$ cat config.mk
export PLATFORM = sky130hd
export DESIGN_NAME = div_unit
export DESIGN_NICKNAME = d
export VERILOG_FILES = /design/src/rtl/div_unit_pkg.sv /design/src/rtl/div_step.sv /design/src/rtl/div_unit.sv
export SDC_FILE = /design/constraint.sdc
export NUM_CORES = 1
export LEC_CHECK = 0
export ABC_AREA = 1
export BUFFER_PORTS_ARGS = -buffer_cell sky130_fd_sc_hd__buf_2
export CORE_MARGIN = 2
export CORE_UTILIZATION = 56
export DETAILED_ROUTE_END_ITERATION = 6
export MAX_ROUTING_LAYER = met4
export PLACE_DENSITY = 0.78
export SLEW_MARGIN = 20
export SYNTH_ARGS = -nofsm -noshare
export SYNTH_HDL_FRONTEND = slang
export SYNTH_HIERARCHICAL = 1
export SYNTH_SLANG_ARGS = --single-unit
$ cat constraint.sdc
create_clock -name clk_i -period 3.3 [get_ports clk_i]
set_input_delay 0.495 -clock clk_i [delete_from_list [all_inputs] [get_ports clk_i]]
set_output_delay 0.495 -clock clk_i [all_outputs]
set_load 0.01 [all_outputs]
$ cat src/rtl/div_unit_pkg.sv
// Shared types for the RV32M divide unit: operand word, divide-op select and iteration count.
`timescale 1ns/1ps
package div_unit_pkg;

  typedef logic [31:0] word_t;

  typedef enum logic [1:0] {
    CONTROL_DIV_OP_DIV  = 2'd0,
    CONTROL_DIV_OP_DIVU = 2'd1,
    CONTROL_DIV_OP_REM  = 2'd2,
    CONTROL_DIV_OP_REMU = 2'd3
  } control_div_op_e;

  localparam int DIV_ITERATIONS = 32;

  // Two's-complement magnitude for signed ops; raw word for unsigned ops.
  function automatic word_t abs_word(input word_t x, input logic is_signed);
    return (is_signed && x[31]) ? word_t'(-x) : x;
  endfunction

endpackage

$ cat src/rtl/div_step.sv
// One restoring-division iteration: shift {rem, quo} left, trial-subtract the divisor, set quo[0].
`timescale 1ns/1ps
module div_step
  import div_unit_pkg::*;
(
  input  logic [32:0] rem_i,
  input  logic [31:0] quo_i,
  input  logic [31:0] divisor_i,
  output logic [32:0] rem_o,
  output logic [31:0] quo_o
);

  logic [33:0] w_rem_sh;
  logic [32:0] w_diff;
  logic        w_ge;

  assign w_rem_sh = {rem_i, quo_i[31]};
  assign w_ge     = (w_rem_sh >= {2'b00, divisor_i});
  // When w_ge holds, the difference is below the divisor and fits in 33 bits.
  assign w_diff   = w_rem_sh[32:0] - {1'b0, divisor_i};
  assign rem_o    = w_ge ? w_diff : w_rem_sh[32:0];
  assign quo_o    = {quo_i[30:0], w_ge};

endmodule

$ cat src/rtl/div_unit.sv
// Iterative RV32M DIV/DIVU/REM/REMU unit, one quotient bit per cycle, with flush support.
// Optional build macro DIV_UNIT_FAST_ZERO_EN: a zero divisor skips CALC and finishes in one cycle.
`timescale 1ns/1ps
module div_unit
  import div_unit_pkg::*;
(
  input  logic        clk_i,
  input  logic        reset_n_i,
  input  logic        start_i,
  input  logic        flush_i,
  input  logic [31:0] a_i,
  input  logic [31:0] b_i,
  input  logic [1:0]  ctrl_div_op_i,
  output logic        busy_o,
  output logic        valid_o,
  output logic [31:0] result_o
);

  typedef enum logic [1:0] {
    S_IDLE = 2'd0,
    S_CALC = 2'd1,
    S_DONE = 2'd2
  } state_e;

  state_e          r_state;
  control_div_op_e r_op;
  logic            r_a_neg;
  logic            r_b_neg;
  logic            r_b_zero;
  logic [32:0]     r_rem;
  logic [31:0]     r_quo;
  logic [31:0]     r_divisor;
  logic [4:0]      r_cnt;
  logic            r_busy;
  logic            r_valid;
  logic [31:0]     r_result;

  control_div_op_e w_op;
  logic            w_signed;
  logic [32:0]     w_rem_n;
  logic [31:0]     w_quo_n;

  assign w_op     = control_div_op_e'(ctrl_div_op_i);
  assign w_signed = (w_op == CONTROL_DIV_OP_DIV) || (w_op == CONTROL_DIV_OP_REM);

  div_step u_div_step (
    .rem_i     (r_rem),
    .quo_i     (r_quo),
    .divisor_i (r_divisor),
    .rem_o     (w_rem_n),
    .quo_o     (w_quo_n)
  );

  // A zero divisor yields quo=all-ones and rem=|dividend| naturally, so only sign
  // handling is needed here; DIV skips negation when the divisor is zero.
  function automatic logic [31:0] fixup(input control_div_op_e op, input logic [31:0] rem,
                                        input logic [31:0] quo, input logic a_neg,
                                        input logic b_neg, input logic b_zero);
    logic [31:0] res;
    case (op)
      CONTROL_DIV_OP_DIV:  res = ((a_neg ^ b_neg) && !b_zero) ? (32'd0 - quo) : quo;
      CONTROL_DIV_OP_REM:  res = a_neg ? (32'd0 - rem) : rem;
      CONTROL_DIV_OP_DIVU: res = quo;
      default:             res = rem;
    endcase
    return res;
  endfunction

  always_ff @(posedge clk_i or negedge reset_n_i) begin
    if (!reset_n_i) begin
      r_state   <= S_IDLE;
      r_op      <= CONTROL_DIV_OP_DIV;
      r_a_neg   <= 1'b0;
      r_b_neg   <= 1'b0;
      r_b_zero  <= 1'b0;
      r_rem     <= '0;
      r_quo     <= '0;
      r_divisor <= '0;
      r_cnt     <= '0;
      r_busy    <= 1'b0;
      r_valid   <= 1'b0;
      r_result  <= '0;
    end else begin
      r_valid <= 1'b0;
      if (flush_i) begin
        r_state <= S_IDLE;
        r_busy  <= 1'b0;
      end else begin
        case (r_state)
          S_IDLE: begin
            if (start_i) begin
              r_op      <= w_op;
              r_a_neg   <= w_signed & a_i[31];
              r_b_neg   <= w_signed & b_i[31];
              r_b_zero  <= (b_i == 32'd0);
              r_rem     <= '0;
              r_quo     <= abs_word(a_i, w_signed);
              r_divisor <= abs_word(b_i, w_signed);
              r_cnt     <= '0;
              r_busy    <= 1'b1;
`ifdef DIV_UNIT_FAST_ZERO_EN
              if (b_i == 32'd0) begin
                r_state  <= S_DONE;
                r_valid  <= 1'b1;
                r_result <= ((w_op == CONTROL_DIV_OP_DIV) || (w_op == CONTROL_DIV_OP_DIVU))
                            ? 32'hFFFF_FFFF : a_i;
              end else begin
                r_state <= S_CALC;
              end
`else
              r_state <= S_CALC;
`endif
            end
          end
          S_CALC: begin
            r_rem <= w_rem_n;
            r_quo <= w_quo_n;
            r_cnt <= r_cnt + 5'd1;
            if (r_cnt == 5'(DIV_ITERATIONS - 1)) begin
              r_state  <= S_DONE;
              r_valid  <= 1'b1;
              r_result <= fixup(r_op, w_rem_n[31:0], w_quo_n, r_a_neg, r_b_neg, r_b_zero);
            end
          end
          S_DONE: begin
            r_state <= S_IDLE;
            r_busy  <= 1'b0;
          end
          default: begin
            r_state <= S_IDLE;
            r_busy  <= 1'b0;
          end
        endcase
      end
    end
  end

  assign busy_o   = r_busy;
  assign valid_o  = r_valid;
  assign result_o = r_result;

endmodule

Yosys cells after proc, flatten, opt, wreduce, memory -nomap -nowiden
Cells that the tools add are included.
{"block": "totals", "register_bits": 143, "out_inout_bits": 34, "wordCells": 69}
{"block": "classes", "add_sub_neg": 6, "n_lt_le_gt_ge": 1, "n_eq_ne": 9, "muxes": 22, "n_bitwise": 4, "reduce_logical": 15}
{"operator": "$mux W32", "n": 5}
{"operator": "$pmux W32 S3", "n": 1}
{"operator": "$mux W33", "n": 2}
{"operator": "$pmux W33 S2", "n": 1}
{"operator": "$neg A32 Y32", "n": 2}
{"operator": "$pmux W32 S2", "n": 1}
{"operator": "$sub A1 B32 Y32 const A", "n": 2}
{"operator": "$ge A34 B32 Y1", "n": 1}
{"operator": "$sub A33 B32 Y33", "n": 1}
{"operator": "$logic_not A32 Y1", "n": 1}
{"operator": "$pmux W5 S2", "n": 1}
{"operator": "$reduce_and A3 Y1", "n": 3}
{"operator": "$logic_not A2 Y1", "n": 3}
{"operator": "$mux W2", "n": 3}
{"operator": "$ne A3 B3 Y1 const B", "n": 2}
{"operator": "$add A5 B1 Y5 const B", "n": 1}
{"operator": "$eq A5 B5 Y1 const B", "n": 1}
{"operator": "$mux W1", "n": 5}
{"operator": "$mux W5", "n": 1}
{"operator": "$eq A2 B1 Y1 const B", "n": 2}
{"operator": "$eq A2 B2 Y1 const B", "n": 2}
{"operator": "$ne A2 B2 Y1 const B", "n": 2}
{"operator": "$pmux W2 S2", "n": 1}
{"operator": "$reduce_and A2 Y1", "n": 2}
{"operator": "other kinds (8)", "n": 11}

Depth between registers and ports, before layout
Gate-level depths: netlist (run 1).
{"block": "depth", "word_depth": 6, "depth_mapped": 29}

Cells and area by module
The synthesis (run 1) kept the hierarchy.
{"module": "div_unit", "instances": 1, "cells_each": 1588, "area_each_um2": 10063.4, "seq_area_each_um2": 3578.4}
{"module": "div_step", "instances": 1, "cells_each": 729, "area_each_um2": 3518.4, "seq_area_each_um2": 0.0}

Least setup slack after synthesis (run 1)
Ideal clock, no wire load.
{"block": "synth_path", "path_kind": "reg2reg", "startpoint": "register r_quo[31]", "endpoint": "register r_result[18], in the netlist result_o[18]", "arrival_ps": 3030, "required_time_ps": 3177, "path_slack_ps": 147, "path_stages_with_launch": 24, "path_buffers": 2, "synth_period_minus_slack_ps": 3153, "cell_sequence": "dfrtp_1 inv_1 ha_1 inv_1 fa_1 nand3_1 nand3_2 nand2_2 nand2_1 nand2_2 nand3_4 buf_6 buf_4 inv_1 ha_1 nand3_1 nor2_1 nand3_1 inv_1 nand2_1 a21oi_1 nor2_1 o21ai_0 nand2_1"}
{"block": "synth_via", "elab_chain_len": 5, "word_cells_on_any_way": 8, "cone_classes": "3 x add/sub; 1 x order compare; 4 x mux"}
{"element": "start, declared", "line_no": "div_unit.sv:31", "source": "logic [31:0] r_quo;"}
{"element": "start signal, assigned", "line_no": "div_unit.sv:97", "source": "r_quo <= abs_word(a_i, w_signed);"}
{"element": "start signal, assigned", "line_no": "div_unit.sv:117", "source": "r_quo <= w_quo_n;"}
{"element": "$ge A34 B32 Y1 (*)", "line_no": "div_step.sv:18", "source": "assign w_ge = (w_rem_sh >= {2'b00, divisor_i});"}
{"element": "net u_div_step.w_ge", "line_no": "div_step.sv:15", "source": "logic w_ge;"}
{"element": "$mux W33", "line_no": "div_step.sv:21", "source": "assign rem_o = w_ge ? w_diff : w_rem_sh[32:0];"}
{"element": "$sub A1 B32 Y32", "line_no": "div_unit.sv:62", "source": "CONTROL_DIV_OP_REM: res = a_neg ? (32'd0 - rem) : rem;"}
{"element": "$mux W32", "line_no": "div_unit.sv:62"}
{"element": "$pmux W32 S3 (*)", "line_no": "div_unit.sv:60", "source": "case (op)"}
{"element": "end signal, assigned", "line_no": "div_unit.sv:122", "source": "r_result <= fixup(r_op, w_rem_n[31:0], w_quo_n, r_a_neg, r_b_neg, r_b_zero);"}
{"element": "end, declared", "line_no": "div_unit.sv:36", "source": "logic [31:0] r_result;"}
The timed path passes the listed nets; every way through them passes the cells marked *.
A chain may end at the register's enable or synchronous reset.

Worst setup path in the final report (run 1)
{"block": "layout_path", "startpoint": "register r_rem[28]", "endpoint": "register r_result[19], in the netlist result_o[19]"}
{"block": "layout_via", "elab_chain_len": 5, "word_cells_on_any_way": 7, "cone_classes": "2 x add/sub; 1 x order compare; 4 x mux"}
{"element": "start, declared", "line_no": "div_unit.sv:30", "source": "logic [32:0] r_rem;"}
{"element": "start signal, assigned", "line_no": "div_unit.sv:116", "source": "r_rem <= w_rem_n;"}
{"element": "$ge A34 B32 Y1", "line_no": "div_step.sv:18"}
{"element": "$mux W33", "line_no": "div_step.sv:21"}
{"element": "net w_rem_n[9]", "line_no": "div_unit.sv:40", "source": "logic [32:0] w_rem_n;"}
{"element": "$sub A1 B32 Y32", "line_no": "div_unit.sv:62"}
{"element": "$mux W32", "line_no": "div_unit.sv:62"}
{"element": "$pmux W32 S3", "line_no": "div_unit.sv:60"}
The timed path passes the listed nets, and every way through them passes these cells.

==> flow_metrics.tcl, run 1 <==
set metrics [dict create \
    tightest_slew_ns 0.8418 \
    grt_overflow_total 0 \
    fin_nets 2620 \
    slew_viol_final 0 \
    placed_cells 2761 \
    hpwl_mm 38.51 \
    gr-usage-all-layers_pct 39.50 \
    fmax_mhz 300.6 \
    r2r.worst_path.cells 20 \
    vdd_drop_max_v 0.0005950 \
    slowest_delay_ns 0.45 \
    cp.required_ns 3.63 \
    path_clk_slew_ns 0.07 \
    die_h_um 159.7 \
    die_x_um 159.7 \
    syn_avg_cell_area_um2 5.862 \
    wire_per_inst_um 18.08 \
    critPathArrivalTime_ns 3.65 \
    grt_pass1_wl_mm 77.87 \
    drtAntennaViolNets 0 \
    wirelength_met1_mm 21.15 \
    relSlewSlack_pct 43.82 \
    initial_utilization_pct 57.52 \
    path_common_cell "nand3_1" \
    grt_max_degree 63 \
    finalClockSkew_ns 0.01695 \
    syn_inst 2317 \
    hold_path_class "in -> async" \
    setup_ws_ns -0.02720 \
    finalWirelength_mm 51.43 \
    cp-end-kind "register" \
    viasPerCell 5.769 \
    setup_violations 2 \
    yosysSeqAreaShare_pct 26.35 \
    fp.coreArea_um2 23610 \
    crit_type "reg -> reg" \
    num_rows 56 \
    powerDensity_nw_per_um2 1050 \
    start_kind "register" \
    drtPass1Iterations 7 \
    timing.rr.end "result_o[19]" \
    mostFrequentLayoutCell "nand2_1" \
    synth_cell_type_count 50 \
    clockBufferDepth 2 \
    drive_gt1_share_pct 22.50 \
    fin_hold_ws_ns 0.03169 \
    cap_violations 0 \
    timing.final.hold_violations 0 \
    final_cells 2844 \
    top_layer "met4" \
    post-route-min-period_ns 3.327 \
    cts-root-buf "clkbuf_16" \
    area_growth_pct 25.09 \
    wl_met3_mm 5.345 \
    violations "design-rule violations, negative setup slack" \
    drtIter0Drc 2170 \
    outcome "complete, but fails checks" \
    drc 1 \
    rsz0062_at_grt "true" \
    rrSetupSlack_ns -0.03 \
    ios 104 \
    port_buffers 103 \
    synth-main-ff-cell "dfrtp_1" \
    layout_common_cells "nand2_1, inv_1, nand3_1" \
    dr_wl_met2_mm 22.56 \
    gp_congestion 1.027 \
    die_area_um2 25520 \
    synth_nets 2426 \
    cts_buffers 17 \
    yosysWarnings 6 \
    p_leak_uw 0.009034 \
    critical-path-slowest-cell "dfrtp_1" \
    synth_area_um2 13580 \
    grt_pass1_vias 14800 \
    r2r_start "r_rem[28]" \
    finalCritPeriodShare_pct 100.8 \
    cts.sinks 143 \
    num_vias 16410 \
    async_reset_ff_share_pct 100.0 \
    synth_edf_count 0 \
    crit_fanout 9 \
    clkLatencyLatePin_ns 0.44 \
    cts_tree "yes" \
    antenna_found_initial 1 \
    ys_seq_elements 143 \
    htreeDepth 4 \
    cp_cell_sequence "ha_4 > nand2_2 > nor2_2 > nand2_4 > nor2_4 > nand4_4 > buf_6 > buf_16 > nand4_1 > nand2_1 > nor2_2 > nand3_1 > nor2_1 > nand3_2 > nand2_4 > nand3_1 > nand3_1 > nand3_1 > nand2_1 > nand2_1" \
]
[what timing repair did]
action	CTS	global route
hold buffers	0	0
setup endpoints to repair	20	31
pin swaps	9	74
setup buffers	10	34
resized for setup	35	250
cloned	4	3
[metrics by stage]
step	util, %	TNS (ns)	total power, µW	instance area, µm²	setup slack [ns]
final	71.95	-0.03216	17850	16990	-0.02720
after global routing	71.95	-1.794	18900	16990	-0.1416
after CTS	66.94	0	15020	15810	0.003757
after detailed placement	63.18	-1.017	12780	14920	-0.1584
after global placement	63.18	-1.432	12640	14920	-0.1957
after floorplan	-	0	8937	13580	0.1473
[flip-flops by register name, indices dropped and copies added (netlist names)]
signal / cells
r_rem: 33
r_divisor: 32
r_quo: 32
result_o: 32
r_cnt: 5
r_op: 2
r_state: 2
busy_o: 1
r_a_neg: 1
r_b_neg: 1
r_b_zero: 1
valid_o: 1
[how the worst max path moves through the flow]
stage | end | cells past startpoint | slack (ns) | from
after floorplan | result_o[18] | 23 | 0.15 | r_quo[31]
after global placement | result_o[13] | 20 | -0.20 | r_divisor[23]
after detailed placement | result_o[13] | 20 | -0.16 | r_rem[22]
after CTS | result_o[22] | 28 | 0.004 | r_divisor[23]
after global routing | result_o[30] | 26 | -0.14 | r_quo[31]
final | result_o[19] | 20 | -0.03 | r_rem[28]
[critical path: cells and delay by family, from the launching register on]
kind                     cells  cell delay (ns)
AND/OR/NAND/NOR             17             2.17
flip-flops                   1             0.45
adder cells (fa/ha/maj)      1             0.31
buffers and inverters        2             0.29
[kinds of logic after synthesis]
family	after synthesis	synth area share (%)
simple gates	1372	42.28
buf+inv	424	13.25
compound gates	302	12.10
flops	143	26.35
fa+ha+maj	39	3.648
xor+xnor	37	2.386
[power by group]
| part | internal (µW) | leakage (µW) | switching [µW] |
|---|---|---|---|
| combinational | 5050 | 0.00692 | 8180 |
| sequential | 2140 | 0.00184 | 569 |
| clock | 1010 | 0.000278 | 904 |
[final cells by class]
cell class / count / area (µm²)
multi-input combinational: 1752 / 9194
fill: 2034 / 6623
clock inverter: 14 / 121.4
inverter: 320 / 1201
timing repair buffer: 277 / 2036
antenna: 1 / 2.502
tap: 319 / 399.1
sequential: 143 / 3597
clock buffer: 18 / 439.2
[Yosys cell counts, drive strengths merged (2+ instances only)]
| library cell | n | area [µm²] |
|---|---|---|
| xor2 | 34 | 297.8 |
| a31oi | 6 | 37.54 |
| nand3b | 3 | 22.52 |
| dfrtp | 143 | 3578 |
| nand2 | 838 | 3161 |
| o21ai | 158 | 809.5 |
| o22ai | 3 | 18.77 |
| inv | 319 | 1197 |
| xnor2 | 3 | 26.28 |
| o211ai | 11 | 92.58 |
| nor3 | 25 | 140.1 |
| a22oi | 2 | 15.01 |
| nand4 | 60 | 390.4 |
| ha | 38 | 475.5 |
| nand3 | 202 | 1041 |
| or2 | 2 | 12.51 |
| o31ai | 7 | 52.55 |
| o2111ai | 2 | 17.52 |
| and2 | 6 | 37.54 |
| nor2 | 234 | 924.6 |
| a22o | 3 | 26.28 |
| buf | 76 | 493.0 |
| clkbuf | 28 | 105.1 |
| o21bai | 2 | 18.77 |
| a21oi | 104 | 520.5 |
[per-layer routing]
metal | vias up | track usage [%]
met5 | - | -
met4 | 0 | 16.07
met3 | 181 | 10.03
met2 | 940 | 58.76
met1 | 7555 | 51.37
li1 | 7730 | -
(Power assumes the default switching activity.)
==> run 2: changes to the inputs <==
--- a/config.mk
+++ b/config.mk
@@ -17,3 +17,4 @@
 export SYNTH_HDL_FRONTEND = slang
 export SYNTH_HIERARCHICAL = 1
 export SYNTH_SLANG_ARGS = --single-unit
+export TNS_END_PERCENT = 100
==> constraint.sdc (replaced) <==
create_clock -name clk_i -period 3.3 [get_ports clk_i]
set_input_delay 0.165 -clock clk_i [delete_from_list [all_inputs] [get_ports clk_i]]
set_output_delay 0.165 -clock clk_i [all_outputs]
set_load 0.01 [all_outputs]
==> flow_metrics.tcl, run 2 (synthesis gave the netlist of run 1 again) <==
set metrics [dict create \
    outcome "complete, but fails checks" \
    violations "design-rule violations, negative setup slack" \
    drive_gt1_share_pct 21.33 \
    ios 104 \
    crit_type "reg -> reg" \
    min_from "flush_i" \
    htreeDepth 4 \
    setup_ws_ns -0.03177 \
    mostFrequentLayoutCell "nand2_1" \
    placed_area_um2 14960 \
    cts_tree "yes" \
    fp.coreArea_um2 23610 \
    power.share.combinational_pct 72.9 \
    fin_nets 2613 \
    final_core_util_pct 71.33 \
    fmax_mhz 300.1 \
    grt_max_degree 68 \
    finalClockSkew_ns 0.01336 \
    die_h_um 159.7 \
    critPathArrivalTime_ns 3.66 \
    timing.final.hold_violations 0 \
    die_x_um 159.7 \
    viasPerCell 5.739 \
    worstSetupStartpoint "r_quo[31]" \
    relSlewSlack_pct 37.89 \
    switching_share_pct 53.46 \
    num_vias 16280 \
    clockBufferDepth 2 \
    hold_path_class "in -> reg" \
    drtIter0Drc 2019 \
    design_area_um2 16840 \
    gr-usage-all-layers_pct 39.37 \
    worstHoldEndpoint "busy_o" \
    vdd_drop_max_v 0.0006176 \
    drc 3 \
    antenna_found_initial 1 \
    hold_depth 4 \
    powerDensity_nw_per_um2 1039 \
    port_buffers 103 \
    largest-register "r_rem" \
    drtAntennaViolNets 0 \
    layout_common_cells "nand2_1, inv_1, nand3_1" \
    cap_violations 0 \
    p_switching_uw 9357 \
    power_frac_seq_pct 15.4 \
    die_area_um2 25520 \
    p_leak_uw 0.008969 \
    initial_utilization_pct 57.52 \
    start_kind "register" \
    cts-root-buf "clkbuf_16" \
    cp-end-kind "register" \
    slew_viol_final 0 \
    area_growth_pct 24.02 \
    p_total_uw 17500 \
    grt_overflow_total 0 \
    rsz0062_at_grt "true" \
    num_rows 56 \
    finalWirelength_mm 50.66 \
    cts_buffers 17 \
    tightest_slew_ns 0.9307 \
    r2r_start "r_quo[31]" \
    busiest_layer "met2" \
    grt_util_met1_pct 53.84 \
    cts.sinks 143 \
    r2r.worst_path.cells 25 \
    setup_violations 1 \
    largest_register_ffs 33 \
    grt_util_met2_pct 57.60 \
    gp_congestion 0.9960 \
    multi_input_area_um2 9084 \
    register_area_um2 3595 \
    hpwl_mm 38.08 \
    finalCritPeriodShare_pct 101.0 \
    rrSetupSlack_ns -0.03 \
    wire_per_inst_um 17.86 \
    cp.required_ns 3.62 \
    path_clk_slew_ns 0.07 \
    timing.rr.end "result_o[31]" \
    power_frac_clock_pct 11.7 \
    grt_pass1_vias 14520 \
    post-route-min-period_ns 3.332 \
    fillers 2080 \
    p_int_uw 8147 \
    clkLatencyLatePin_ns 0.45 \
    met3_usage_pct 7.351 \
    drtPass1Iterations 7 \
    crit_fanout 23 \
    grt_pass1_wl_mm 77.41 \
]
run 2: layout make-up:
cell class / instances / share of cell area (%)
diodes: 1 / 0.01486
flip-flops and latches: 143 / 21.34
multi-input cells: 1752 / 53.93
clock inverters: 14 / 0.9880
well taps: 319 / 2.370
inverters: 320 / 7.161
clock buffers: 18 / 2.607
repair buffers: 270 / 11.59
run 2: worst max-delay path by stage:
stage / endpoint / slack [ns] / cells after the start
finish: result_o[31] / -0.03 / 25
floorplan: result_o[18] / 0.15 / 23
detailed placement: result_o[25] / -0.17 / 19
CTS: result_o[31] / -0.01 / 23
global placement: result_o[25] / -0.11 / 19
global route: result_o[28] / -0.17 / 24
run 2: timing repair:
action                                  CTS  global route
cloned                                    3             3
hold buffers                              2             0
resized for setup                        19           218
endpoints found under the setup margin   19            30
endpoints found under the hold margin    64             0
pin swaps                                 2            32
buffers inserted                          5            25
run 2: power groups by stage:
stage          Sequential, µW  Clock (µW)  Combinational, µW
2_1_floorplan            2350           0               6590
3_3_place_gp             2610           0              10300
3_5_place_dp             2620           0              10400
4_1_cts                  2600        2050              10600
5_1_grt                  2730        2120              13700
6_report                 2700        2050              12800
run 2: routing by layer:
layer  up-vias  share of wire [%]
li1       7724                  -
met1      7465                 42
met2       932                 43
met3       161                 10
met4         0                4.5
met5         -                  0
run 2: stage by stage:
step	hold WS, ns	instances	TNS (ns)	worst slack (ns)
floorplan	-0.1306	2317	0	0.1473
global placement	0.2265	2766	-0.8831	-0.1097
detailed placement	0.2325	2766	-1.086	-0.1672
CTS	0.02096	2808	-0.01089	-0.01089
global route	0.03656	2837	-2.234	-0.1671
finish	0.02018	2837	-0.03177	-0.03177
run 2: worst max-delay path, cell delays in order (launching register included):
cell and delay, ns:
dfrtp_1 0.38, inv_1 0.07, ha_2 0.18, inv_2 0.05, fa_2 0.39, nand3_2 0.09, nand3_2 0.08, nand2_2 0.08
nand2_2 0.07, nand2_4 0.14, nand3_4 0.16, buf_12 0.20, nand2_1 0.07, nand2_1 0.10, nor2_2 0.13, nand3_2 0.10
nor2_2 0.12, nand2_1 0.08, nand2_2 0.13, nand3_1 0.10, nand2_1 0.10, nand2_1 0.05, nand2_1 0.05, nand2_1 0.08
nand2_1 0.12, nand2_1 0.07
